===== src/rtl/maxnet_pkg.sv =====
// Shared types and constants for the Maxnet result unloader.
package maxnet_pkg;

  localparam int unsigned XLEN_DEFAULT = 32;

  typedef enum logic [1:0] {
    IDLE,
    SEND,
    DONE
  } state_t;

  // Index width with a floor of one bit so N=1 still has a port.
  function automatic int unsigned idx_width(input int unsigned n);
    return (n <= 1) ? 1 : $clog2(n);
  endfunction

endpackage


===== src/rtl/maxnet_result_unloader_snapshot_bank.sv =====
// N x XLEN snapshot registers: common parallel load, async reset, indexed read.
module snapshot_bank #(
  parameter int unsigned XLEN  = 32,
  parameter int unsigned N     = 4,
  parameter int unsigned IDX_W = 2
) (
  input  logic              clk,
  input  logic              rst,
  input  logic              load,
  input  logic [N*XLEN-1:0] d,
  input  logic [IDX_W-1:0]  rd_idx,
  output logic [XLEN-1:0]   q
);

  logic [XLEN-1:0] regs [N];

  always_ff @(posedge clk or posedge rst) begin
    if (rst) begin
      for (int unsigned i = 0; i < N; i++) regs[i] <= '0;
    end else if (load) begin
      for (int unsigned i = 0; i < N; i++) regs[i] <= d[i*XLEN +: XLEN];
    end
  end

  always_comb begin
    q = '0;
    for (int unsigned i = 0; i < N; i++) begin
      if (rd_idx == IDX_W'(i)) q = regs[i];
    end
  end

endmodule


===== src/rtl/maxnet_result_unloader.sv =====
// Snapshots N neuron activations on start and drains them over valid/ready.
// Optional single-positive winner detection under `MAXNET_WINNER_EN.
module maxnet_result_unloader
  import maxnet_pkg::*;
#(
  parameter int unsigned XLEN  = XLEN_DEFAULT,
  parameter int unsigned N     = 4,
  parameter int unsigned IDX_W = idx_width(N)
) (
  input  logic              clk,
  input  logic              rst,
  input  logic              start,
  input  logic [N*XLEN-1:0] vals_flat,
  output logic              busy,
  output logic              out_valid,
  input  logic              out_ready,
  output logic [XLEN-1:0]   out_data,
  output logic [IDX_W-1:0]  out_idx,
  output logic              out_last,
  output logic              done,
  output logic              winner_valid,
  output logic [IDX_W-1:0]  winner_idx
);

  localparam logic [IDX_W-1:0] LAST_IDX = IDX_W'(N - 1);

  state_t           state;
  logic [IDX_W-1:0] idx;
  logic             load;
  logic             hs;
  logic             at_last;

  assign load     = (state == IDLE) && start;
  assign hs       = out_valid && out_ready;
  assign at_last  = (idx == LAST_IDX);
  assign out_idx  = idx;
  assign out_last = out_valid && at_last;

  snapshot_bank #(
    .XLEN (XLEN),
    .N    (N),
    .IDX_W(IDX_W)
  ) u_bank (
    .clk   (clk),
    .rst   (rst),
    .load  (load),
    .d     (vals_flat),
    .rd_idx(idx),
    .q     (out_data)
  );

  always_ff @(posedge clk or posedge rst) begin
    if (rst) begin
      state     <= IDLE;
      idx       <= '0;
      out_valid <= 1'b0;
      busy      <= 1'b0;
      done      <= 1'b0;
    end else begin
      done <= 1'b0;
      unique case (state)
        IDLE: begin
          if (start) begin
            state     <= SEND;
            idx       <= '0;
            out_valid <= 1'b1;
            busy      <= 1'b1;
          end
        end
        SEND: begin
          if (hs) begin
            if (at_last) begin
              state     <= DONE;
              out_valid <= 1'b0;
              done      <= 1'b1;
            end else begin
              idx <= idx + 1'b1;
            end
          end
        end
        DONE: begin
          state <= IDLE;
          busy  <= 1'b0;
        end
        default: begin
          state     <= IDLE;
          out_valid <= 1'b0;
          busy      <= 1'b0;
        end
      endcase
    end
  end

`ifdef MAXNET_WINNER_EN
  // Positive count saturates at 2: only "exactly one" matters.
  logic [1:0]       pos_cnt;
  logic [IDX_W-1:0] pos_idx;
  logic             word_pos;
  logic [1:0]       cnt_next;
  logic [IDX_W-1:0] pidx_next;

  assign word_pos = hs && !out_data[XLEN-1] && (out_data != '0);

  always_comb begin
    cnt_next  = pos_cnt;
    pidx_next = pos_idx;
    if (word_pos) begin
      cnt_next  = (pos_cnt == 2'd2) ? 2'd2 : pos_cnt + 2'd1;
      pidx_next = idx;
    end
  end

  always_ff @(posedge clk or posedge rst) begin
    if (rst) begin
      pos_cnt      <= '0;
      pos_idx      <= '0;
      winner_valid <= 1'b0;
      winner_idx   <= '0;
    end else if (load) begin
      pos_cnt      <= '0;
      pos_idx      <= '0;
      winner_valid <= 1'b0;
      winner_idx   <= '0;
    end else if (state == SEND && hs) begin
      pos_cnt <= cnt_next;
      pos_idx <= pidx_next;
      if (at_last) begin
        winner_valid <= (cnt_next == 2'd1);
        winner_idx   <= (cnt_next == 2'd1) ? pidx_next : '0;
      end
    end
  end
`else
  assign winner_valid = 1'b0;
  assign winner_idx   = '0;
`endif

endmodule


===== config.mk =====
export PLATFORM = sky130hd
export DESIGN_NAME = maxnet_result_unloader
export DESIGN_NICKNAME = d
export VERILOG_FILES = /design/src/rtl/maxnet_pkg.sv /design/src/rtl/maxnet_result_unloader_snapshot_bank.sv /design/src/rtl/maxnet_result_unloader.sv
export SDC_FILE = /design/constraint.sdc
export NUM_CORES = 1
export LEC_CHECK = 0
export CAP_MARGIN = 15
export CELL_PAD_IN_SITES_DETAIL_PLACEMENT = 1
export CELL_PAD_IN_SITES_GLOBAL_PLACEMENT = 2
export CORE_MARGIN = 8
export CORE_UTILIZATION = 34
export DETAILED_ROUTE_END_ITERATION = 10
export PLACE_DENSITY = 0.82
export SETUP_SLACK_MARGIN = 0.1
export SLEW_MARGIN = 20
export SYNTH_ARGS = -nofsm -noshare
export SYNTH_HDL_FRONTEND = slang
export SYNTH_SLANG_ARGS = --single-unit

===== constraint.sdc =====
create_clock -name clk -period 11.3 [get_ports clk]
set_clock_uncertainty 0.2 [all_clocks]
set_input_delay 2.26 -clock clk [delete_from_list [all_inputs] [get_ports clk]]
set_output_delay 2.26 -clock clk [all_outputs]
set_load 0.1 [all_outputs]

==> impl_metrics.yaml <==
clock_tree:
  clkLatencyLatePin_ps: 410
  hold_buffers: 0
  clkSinkCount: 135
  cts_buffers: 17
  cts_setup_buffers: 0
  htree_levels: 4
  clk_pin_slew_ps: 50
  cts_tree: "yes"
  root_buffer: "clkbuf_16"
  cts_buffer_depth: 2
  ctsResizeCount: 0
placement:
  io_buffers: 169
  place.gp.congestion: 0.746
  dp_hpwl_microns: 11900
detailed_routing:
  wl_per_cell_microns: 19.7
  totalWireLength_microns: 16900
  drc: 0
  vias: 4321
  detail-route-antenna-nets: 0
  drt-initial-drc-count: 125
  routed_via_density: 5.02
  dr.pass1.iters: 4
min_path:
  whs_path_depth: 1
  hp-start: "u_bank.regs[54]"
  min_path_type: "reg2reg"
grt:
  grt_use_total: 0.158
  grt_pass1_wl_microns: 27600
  grt_start_max_net_pins: 77
  grt_pass1_vias: 5094
  grt_antenna_before_repair: 0
  gr-total-overflow: 0
critical_path:
  path_class: "reg2out"
  reg2reg_depth: 4
  crit_fanout: 34
  cp_data_required_time_ps: 8840
  worstPathArrival_ps: 3960
  crit_path_start_kind: "flop"
  r2r-start: "out_idx[0]"
  crit_path_end_kind: "output pin"
  cp-startpoint: "out_idx[1]"
timing:
  finalHoldViolations: 0
  relSlewSlack: 0.313
  setup-violations-final: 0
  finalSetupTns_ps: 0
  worst_pin_slew_ps: 1030
  period_needed_ps: 6420
  finalMaxSlewViolations: 0
  fmax_mhz: 156
  rsz0062_at_grt: "no"
  post-route-period-util: 0.568
finish:
  layout_common_cells: "169 x clkdlybuf4s50_1, 135 x dfrtp_1, 128 x mux2_2, 34 x nand2_1, 32 x nor2b_1"
  insertedDiodeCount: 0
  nFillCells: 1786
  multi_input_area_sq_um: 2480
  layout_commonest_cell: "clkdlybuf4s50_1"
  drive_gt1_frac: 0.268
  syn2layout_area_growth_pct: 40.5
  seqCellArea_sq_um: 3380
  nets: 754
run:
  drv_cap: 0
floorplanning:
  num_rows: 49
  fp.dieH_microns: 150
  start_util: 0.343
  ioPinCount: 173
  core-area_sq_um: 17700
  die_w_microns: 150
  die_area_sq_um: 22400
yosys:
  avgSynthCellArea_sq_um: 13.1
  synthCells: 463
  ys_warn_count: 0
  ys_ff_latch: 135
  synth.distinct_cells: 26
  seq_area_frac_synth: 0.557
  synth_area_sq_um: 6070
status:
  status: "complete, no violations"
## worst paths after layout
check	to	slack (ps)
max in group asynchronous	u_bank.regs[71]	7410
min reg2reg	u_bank.regs[54]	310
max	out_data[31]	4880
min in group asynchronous	done	2100
max reg2reg	out_idx[1]	8970
min	u_bank.regs[54]	310
## cells by family after synthesis
family,after synthesis,synth area share
other,1,0.000618
and+or+nand+nor,75,0.0623
AOI/OAI and AO/OA,73,0.0954
adders and majority gates,4,0.00825
buffers and inverters,47,0.0394
DFF,135,0.557
muxes,128,0.237
## Yosys cell counts
master	number	share of area
dfrtp_1	135	0.56
mux2_2	128	0.24
nand2_1	34	0.021
nor2b_1	33	0.034
a221oi_1	31	0.045
o31ai_1	31	0.038
clkbuf_1	18	0.011
buf_4	12	0.015
buf_2	8	0.0066
inv_1	7	0.0043
ha_1	4	0.0082
a21oi_1	3	0.0025
nor2_1	3	0.0019
nor3_1	3	0.0025
o21ai_0	2	0.0016
a21o_1	1	0.0012
a22o_1	1	0.0014
a2bb2oi_1	1	0.0014
buf_1	1	0.00062
buf_6	1	0.0019
conb_1	1	0.00062
nand3_1	1	0.00082
nor3b_2	1	0.0021
o21bai_1	1	0.0012
o221a_2	1	0.0019
o22ai_1	1	0.0010
## critical path: stages (launching register included)
cell	delay (ps)
dfrtp_1	400
inv_1	100
ha_2	440
nor2b_4	810
a221oi_1	270
o31ai_1	320
clkdlybuf4s50_1	1180
## registers in the layout, indices dropped and copies added (netlist names)
register and cells:
out_valid 1, busy 1, u_bank.regs 128, state 2, done 1, out_idx 2
## layer usage
metal  wire, microns  track usage  up-vias  part of all wire
met3            1060       0.0572       15             0.063
li1                -            -     1992                 -
met4             161       0.0454        0            0.0095
met2            8570        0.264      121              0.51
met5               0            0        -                 0
met1            7130        0.187     2193              0.42
## final cells by class
cell class | count | area share
multi-input cells | 283 | 0.291
clock inverters | 7 | 0.0135
flip-flops and latches | 135 | 0.396
clock buffers | 25 | 0.0593
inverters | 7 | 0.00367
well taps | 229 | 0.0336
repair buffers | 174 | 0.203
## through the flow
stage / util / std cells / setup slack, ps / instance area [sq um] / hold slack, ps
6_report: 0.481 / 860 / 4880 / 8530 / 307
5_1_grt: 0.481 / 860 / 4680 / 8530 / 319
4_1_cts: 0.481 / 860 / 4850 / 8530 / 310
3_5_place_dp: 0.446 / 828 / 5330 / 7910 / 296
3_3_place_gp: 0.446 / 828 / 5460 / 7910 / 290
2_1_floorplan: - / 465 / 4590 / 6080 / 280
Power is not shown: default switching activity piles up to over one toggle a cycle in this logic, so the estimate is an artifact.
